===== src/rtl/aes_stream_pkg.sv =====
// Shared types and helpers for the AES block stream front/back end.
package aes_stream_pkg;
  localparam int BLOCK_WORDS = 4;
  localparam int WORD_W      = 32;

  // One matrix column: [row] of bytes. A matrix is [column][row][bit].
  typedef logic [3:0][7:0]                  byte_col_t;
  typedef logic [BLOCK_WORDS-1:0][3:0][7:0] byte_mat_t;

  typedef enum logic [2:0] {IDLE, LD_KEY, LD_DATA, CAPT, SEND} state_t;

  // Byte 0 of a bus word sits in bits 31:24 and lands in row 0.
  function automatic byte_col_t word_to_col(input logic [WORD_W-1:0] w);
    byte_col_t c;
    for (int b = 0; b < 4; b++) c[b] = w[WORD_W-1-8*b -: 8];
    return c;
  endfunction

  function automatic logic [WORD_W-1:0] col_to_word(input byte_col_t c);
    logic [WORD_W-1:0] w;
    for (int b = 0; b < 4; b++) w[WORD_W-1-8*b -: 8] = c[b];
    return w;
  endfunction
endpackage


===== src/rtl/aes_word_packer.sv =====
// Writes one 32-bit word into a selected column of a 4x4 byte matrix.
module aes_word_packer
  import aes_stream_pkg::*;
(
  input  logic              clk_i,
  input  logic              rst_ni,
  input  logic              we_i,
  input  logic [1:0]        idx_i,
  input  logic [WORD_W-1:0] word_i,
  output byte_mat_t         mat_o
);
  byte_mat_t mat_q;

  // Overwrite the addressed column; untouched columns keep their bytes.
  always_ff @(posedge clk_i or negedge rst_ni) begin
    if (!rst_ni)   mat_q <= '0;
    else if (we_i) mat_q[idx_i] <= word_to_col(word_i);
  end

  assign mat_o = mat_q;
endmodule


===== src/rtl/aes_block_stream.sv =====
// Word-stream wrapper around the combinational AES cipher: packs key/plaintext
// beats into matrices, waits out the cipher latency, and streams ciphertext back.
module aes_block_stream
  import aes_stream_pkg::*;
#(
  parameter int CIPHER_LAT = 0
) (
  input  logic              clk,
  input  logic              rst,
  input  logic              abort,
  input  logic              s_valid,
  output logic              s_ready,
  input  logic [WORD_W-1:0] s_data,
  input  logic              s_key,
  output byte_mat_t         key_o,
  output byte_mat_t         data_o,
  input  byte_mat_t         cipher_i,
  output logic              m_valid,
  input  logic              m_ready,
  output logic [WORD_W-1:0] m_data,
  output logic              m_last,
  output logic              key_valid,
  output logic              err
);
  localparam int                WAIT_W    = (CIPHER_LAT < 1) ? 1 : $clog2(CIPHER_LAT + 1);
  localparam logic [1:0]        LAST_BEAT = 2'(BLOCK_WORDS - 1);
  localparam logic [WAIT_W-1:0] WAIT_LOAD = WAIT_W'(CIPHER_LAT);

  state_t              state_q, state_d;
  logic [1:0]          beat_q, beat_d;
  logic [WAIT_W-1:0]   wait_q, wait_d;
  logic                kv_q, kv_d, err_q, err_d;
  logic                mv_q, mv_d, ml_q, ml_d;
  logic [WORD_W-1:0]   md_q, md_d;
  byte_mat_t           res_q, res_d;
  logic                key_we, dat_we, s_acc;

  // Loading states take beats unless abort is flushing this cycle.
  assign s_ready = !abort && (state_q == IDLE || state_q == LD_KEY || state_q == LD_DATA);
  assign s_acc   = s_valid && s_ready;

  aes_word_packer u_key_pack (
    .clk_i(clk), .rst_ni(rst), .we_i(key_we), .idx_i(beat_q), .word_i(s_data), .mat_o(key_o)
  );
  aes_word_packer u_dat_pack (
    .clk_i(clk), .rst_ni(rst), .we_i(dat_we), .idx_i(beat_q), .word_i(s_data), .mat_o(data_o)
  );

  // State register.
  always_ff @(posedge clk or negedge rst) begin
    if (!rst) state_q <= IDLE;
    else      state_q <= state_d;
  end

  // Counters, key flag, result buffer and registered output beat.
  always_ff @(posedge clk or negedge rst) begin
    if (!rst) begin
      beat_q <= '0; wait_q <= '0; kv_q <= 1'b0; err_q <= 1'b0;
      mv_q <= 1'b0; ml_q <= 1'b0; md_q <= '0; res_q <= '0;
    end else begin
      beat_q <= beat_d; wait_q <= wait_d; kv_q <= kv_d; err_q <= err_d;
      mv_q <= mv_d; ml_q <= ml_d; md_q <= md_d; res_q <= res_d;
    end
  end

  // Next-state logic. The beat index is shared: it addresses the column being
  // loaded, then the column being sent, and wraps to 0 after the 4th beat.
  always_comb begin
    state_d = state_q; beat_d = beat_q; wait_d = wait_q; kv_d = kv_q; err_d = 1'b0;
    mv_d = mv_q; ml_d = ml_q; md_d = md_q; res_d = res_q;
    key_we = 1'b0; dat_we = 1'b0;
    if (abort) begin
      state_d = IDLE; beat_d = '0; wait_d = '0; mv_d = 1'b0; ml_d = 1'b0;
      if (state_q == LD_KEY) kv_d = 1'b0;  // half-written key is not usable
    end else begin
      unique case (state_q)
        IDLE: if (s_acc) begin
          if (s_key) begin
            key_we = 1'b1; beat_d = 2'd1; state_d = LD_KEY;
          end else if (kv_q) begin
            dat_we = 1'b1; beat_d = 2'd1; state_d = LD_DATA;
          end else begin
            err_d = 1'b1;  // plaintext with no key: drop the beat
          end
        end
        LD_KEY: if (s_acc) begin
          key_we = 1'b1; beat_d = beat_q + 2'd1;
          if (beat_q == LAST_BEAT) begin kv_d = 1'b1; state_d = LD_DATA; end
        end
        LD_DATA: if (s_acc) begin
          dat_we = 1'b1; beat_d = beat_q + 2'd1;
          if (beat_q == LAST_BEAT) begin state_d = CAPT; wait_d = WAIT_LOAD; end
        end
        CAPT: begin
          if (wait_q == '0) begin res_d = cipher_i; state_d = SEND; end
          else                wait_d = wait_q - WAIT_W'(1);
        end
        SEND: begin
          if (!mv_q) begin
            mv_d = 1'b1; md_d = col_to_word(res_q[beat_q]); ml_d = (beat_q == LAST_BEAT);
          end else if (m_ready) begin
            if (beat_q == LAST_BEAT) begin
              state_d = IDLE; mv_d = 1'b0; ml_d = 1'b0; beat_d = '0;
            end else begin
              beat_d = beat_q + 2'd1;
              md_d   = col_to_word(res_q[beat_q + 2'd1]);
              ml_d   = (beat_q + 2'd1 == LAST_BEAT);
            end
          end
        end
        default: state_d = IDLE;
      endcase
    end
  end

  assign m_valid   = mv_q;
  assign m_data    = md_q;
  assign m_last    = ml_q;
  assign key_valid = kv_q;
  assign err       = err_q;
endmodule


===== config.mk =====
export PLATFORM = sky130hd
export DESIGN_NAME = aes_block_stream
export DESIGN_NICKNAME = d
export VERILOG_FILES = /design/src/rtl/aes_stream_pkg.sv /design/src/rtl/aes_word_packer.sv /design/src/rtl/aes_block_stream.sv
export SDC_FILE = /design/constraint.sdc
export NUM_CORES = 1
export LEC_CHECK = 0
export ABC_AREA = 1
export CAP_MARGIN = 20
export CORE_UTILIZATION = 40
export DETAILED_ROUTE_END_ITERATION = 7
export PLACE_DENSITY = 0.73
export SYNTH_ARGS = -nofsm -noshare
export SYNTH_HDL_FRONTEND = slang
export SYNTH_HIERARCHICAL = 1
export SYNTH_SLANG_ARGS = --single-unit

===== constraint.sdc =====
create_clock -name clk -period 2.4 [get_ports clk]
set_input_delay 0.48 -clock clk [delete_from_list [all_inputs] [get_ports clk]]
set_output_delay 0.48 -clock clk [all_outputs]
set_load 0.01 [all_outputs]

==> qor.txt <==
LAYOUT
------------------------------------------------------------------------------------------------------
Synth-to-Final Area Change                                                                       36.2%
Fraction of layout cells with a size suffix above 1                                              10.3%
Filler cell count in the final layout                                                             4163
Number of nets in the final layout                                                                2752

SETUP PATH
------------------------------------------------------------------------------------------------------
R2r endpoint                                                                              u_dat_pack/mat_o[117]$_DFFE_PN0P_
Top cell family by delay on the critical path                                             buffers and inverters
Register-to-register setup slack                                                               0.23 ns
Critical path class                                                                            reg2out
Worst path cell trace                                                                     nor2_4 -> nand2_1 -> inv_1 -> clkdlybuf4s50_1
Delay of the slowest cell on the worst path                                                    0.55 ns
Cell with the largest stage delay on the worst path                                       sky130_fd_sc_hd__clkdlybuf4s50_1
Required time reported for the critical path endpoint                                          1.92 ns
Crit. End Element                                                                          output port
WP buf/inv                                                                                           2
Critical-path maximum fanout                                                                         3
Kind of start point of the critical path                                                     flip-flop
Reg-to-reg critical path startpoint                                                       beat_q[0]$_DFFE_PN0P_
CP Data Arrival Time                                                                           1.85 ns
Number of cells on the worst reg-to-reg path                                                         6

FLOORPLANNING
------------------------------------------------------------------------------------------------------
Area of the placeable core                                                                  47700 um^2
Height of the die                                                                               222 um
Total Die Area                                                                              49200 um^2
Placement Rows                                                                                      80
Die width                                                                                       222 um
Initial core utilization                                                                         40.5%
IO Count                                                                                           459

YOSYS
------------------------------------------------------------------------------------------------------
Post-synth EDFFs                                                                                     0
Synth Area per Inst                                                                          8.90 um^2
Cell count after synthesis                                                                        2171
Flip-flop cell with the highest count after synthesis                                     sky130_fd_sc_hd__dfrtp_1
Unique masters post-synth                                                                           24
Share of Yosys cell area claimed by the top area cell type                                       55.0%
Number of nets produced by synthesis                                                              2339
Library cell occupying the most area in the post-synthesis netlist                        sky130_fd_sc_hd__dfrtp_1
Fraction of the yosys area taken by sequential cells                                             55.0%
Post-synth ARST share                                                                             100%
Combined area of all synthesized cells                                                      19300 um^2
Ranking of synthesized cells by area                                                      sky130_fd_sc_hd__dfrtp_1 (55%), sky130_fd_sc_hd__nand2_1 (15%), sky130_fd_sc_hd__nand4_1 (6.3%)
Most used standard cell by instance count after synthesis                                 sky130_fd_sc_hd__nand2_1
Synth cell count leaders                                                                  sky130_fd_sc_hd__nand2_1 (749), sky130_fd_sc_hd__dfrtp_1 (425), sky130_fd_sc_hd__nand4_1 (195)
Yosys warning total                                                                                  6
Post-synthesis register bit count                                                                  425

CLOCK TREE
------------------------------------------------------------------------------------------------------
Number of buffers created by CTS                                                                    46
Clock tree from TritonCTS                                                                         done
Sink count of the clock tree                                                                       425
CTS Root Buffer Type                                                                      sky130_fd_sc_hd__clkbuf_16
CTS max path bufs                                                                                    3
Clock transition at the register clock pins on the worst setup and hold paths after CTS        0.06 ns
CTS H-tree lvls                                                                                      2
Clock latency at the later pin of the worst-skew pair                                          0.59 ns

STA
------------------------------------------------------------------------------------------------------
Unrepaired setup endpoints after global routing                                                     no
Final Hold Fails                                                                                     0
Number of pins with negative max-slew slack in the final report                                      0
Finish-stage setup viols                                                                             0
FMAX                                                                                         0.430 GHz
Period minus WS final                                                                          2.33 ns
Slew at the pin with the worst max-slew slack                                                 0.763 ns
Setup_tns                                                                                         0 ns
Clock Skews                                                                                  0.0262 ns
Post-Route Hold Slack                                                                         0.467 ns
Max_slew headroom                                                                                49.0%
Final period util                                                                                96.9%

POWER AND IR DROP
------------------------------------------------------------------------------------------------------
Power density cells                                                                       1350 nW/um^2
Maximum resistive drop on vdd                                                                  1030 uV
Final Power                                                                                   0.0355 W
Leakage power                                                                                  12.9 nW

GRT
------------------------------------------------------------------------------------------------------
Largest net degree at the start of global routing                                                  137
Global route overflow                                                                                0
Number of antenna violations at the first check in global routing                                    6
Via count of the first global-routing pass                                                       17800
Total global routing track utilization                                                           26.7%
Wire length of the first global-routing pass                                                 103000 um

OUTCOME
------------------------------------------------------------------------------------------------------
Outcome                                                                                   finished clean

ROUTING
------------------------------------------------------------------------------------------------------
Routed Wire Length                                                                            66800 um
DR vias/cell                                                                                      5.60
Length of the first detailed-routing pass in iterations                                              6
Detail-routed net length per standard cell                                                     20.6 um
Vias post-DR                                                                                     18141
Violation count after the first detailed-routing iteration                                        2007
Post-DRT Antenna Nets                                                                                0
DRC viols                                                                                            0

PLACE
------------------------------------------------------------------------------------------------------
GPL Wtd Cong                                                                                     0.895
Post-detail-place hpwl                                                                        44600 um
Buffers on Ports                                                                                   458

WORST HOLD PATH
------------------------------------------------------------------------------------------------------
Path type of the worst min-delay path                                                          reg2reg
Worst hold stages                                                                                    2
Endpoint of the worst hold-timing path                                                    u_key_pack/mat_o[27]$_DFFE_PN0P_
Launch instance of the worst min-delay path                                               u_key_pack/mat_o[27]$_DFFE_PN0P_

FLOW RUN
------------------------------------------------------------------------------------------------------
Maxcap violations                                                                                    0

## how the worst max path moves through the flow
stage / start / to / slack, ns / cells after the start
6_report: state_q[2]$_DFFE_PN0P_ / s_ready / 0.07 / 4
5_1_grt: state_q[0]$_DFFE_PN0P_ / s_ready / 0.01 / 4
4_1_cts: state_q[1]$_DFFE_PN0P_ / s_ready / 0.03 / 4
3_5_place_dp: abort / u_key_pack/mat_o[80]$_DFFE_PN0P_ / -0.08 / 8
3_3_place_gp: abort / u_key_pack/mat_o[32]$_DFFE_PN0P_ / -0.04 / 9
2_1_floorplan: beat_q[0]$_DFFE_PN0P_ / m_data[31]$_DFFE_PN0P_ / 0.17 / 12
## registers in the layout, indices dropped and copies added, names as in the netlist
| register | count |
|---|---|
| beat_q | 2 |
| u_dat_pack/mat_o | 128 |
| u_key_pack/mat_o | 128 |
| m_valid | 1 |
| res_q | 128 |
| err | 1 |
| m_data | 32 |
| key_valid | 1 |
| state_q | 3 |
| m_last | 1 |
## through the flow
step | worst slack [ns] | cell area, um^2 | cells | util [%]
after global routing | 0.0144 | 26300 | 3234 | 55.1
after floorplan | 0.167 | 19300 | 2171 | -
final | 0.0739 | 26300 | 3237 | 55.1
after global placement | -0.0353 | 24700 | 3146 | 51.8
after detailed placement | -0.0808 | 24700 | 3146 | 51.8
after CTS | 0.0280 | 26300 | 3229 | 55.1
## report_power, final
part	leakage [nW]	internal, W	switching (W)
clock	0.754	0.00423	0.00303
combinational	6.71	0.00722	0.00854
sequential	5.46	0.0104	0.00214
total	12.9	0.0218	0.0137
## layout make-up
type,instances,area [um^2],share of cell area [%]
inverters,53,200,0.760
clock inverters,18,229,0.870
flip-flops and latches,425,10600,40.4
diodes,5,12.5,0.0475
well taps,615,769,2.92
clock buffers,63,1290,4.92
multi-input cells,1519,7680,29.2
repair buffers,539,5490,20.8
## cell usage in the layout (no fill, tap or decap), drive strengths merged, types with 8 or more instances in the layout
master,Yosys,layout
a21oi,106,106
buf,118,81
clkbuf,56,63
clkdlybuf4s50,0,457
clkinv,0,12
dfrtp,425,425
inv,53,54
mux2,98,98
nand2,749,749
nand3,110,110
nand4,195,195
nor2,92,92
o21ai,157,157
o22ai,8,8
## worst register-to-register path, stage by stage, from the launching register on
cell and delay, ns:
sky130_fd_sc_hd__dfrtp_4 0.43, sky130_fd_sc_hd__buf_4 0.35, sky130_fd_sc_hd__buf_4 0.60, sky130_fd_sc_hd__nand3_1 0.25, sky130_fd_sc_hd__buf_12 0.25, sky130_fd_sc_hd__nand2_1 0.10, sky130_fd_sc_hd__nand2_1 0.06
## per-layer routing
metal	GRT usage, %	part of all wire (%)
met5	0	0.025
met4	14.1	5.3
met3	6.81	9.1
met2	42.3	46
met1	33.7	40
## logic make-up (layout without fill, tap and decap cells)
kind of cell,count (synthesis),after routing,share of synthesized area [%]
AND/OR/NAND/NOR,1147,1147,25.6
buffers and inverters,227,673,5.40
flip-flops,425,425,55.0
AO/OA/AOI/OAI,272,272,7.12
multiplexers,98,98,6.68
other,0,5,0
adder cells (fa/ha/maj),2,2,0.129
## timing repair
item | 4_1_cts | 5_1_grt
setup buffers | 1 | 3
endpoints found under the hold margin | 46 | 0
hold buffers | 1 | 0
resized for setup | 2 | 1
setup endpoints to repair | 1 | 1
Power figures use the tool's default switching activity.
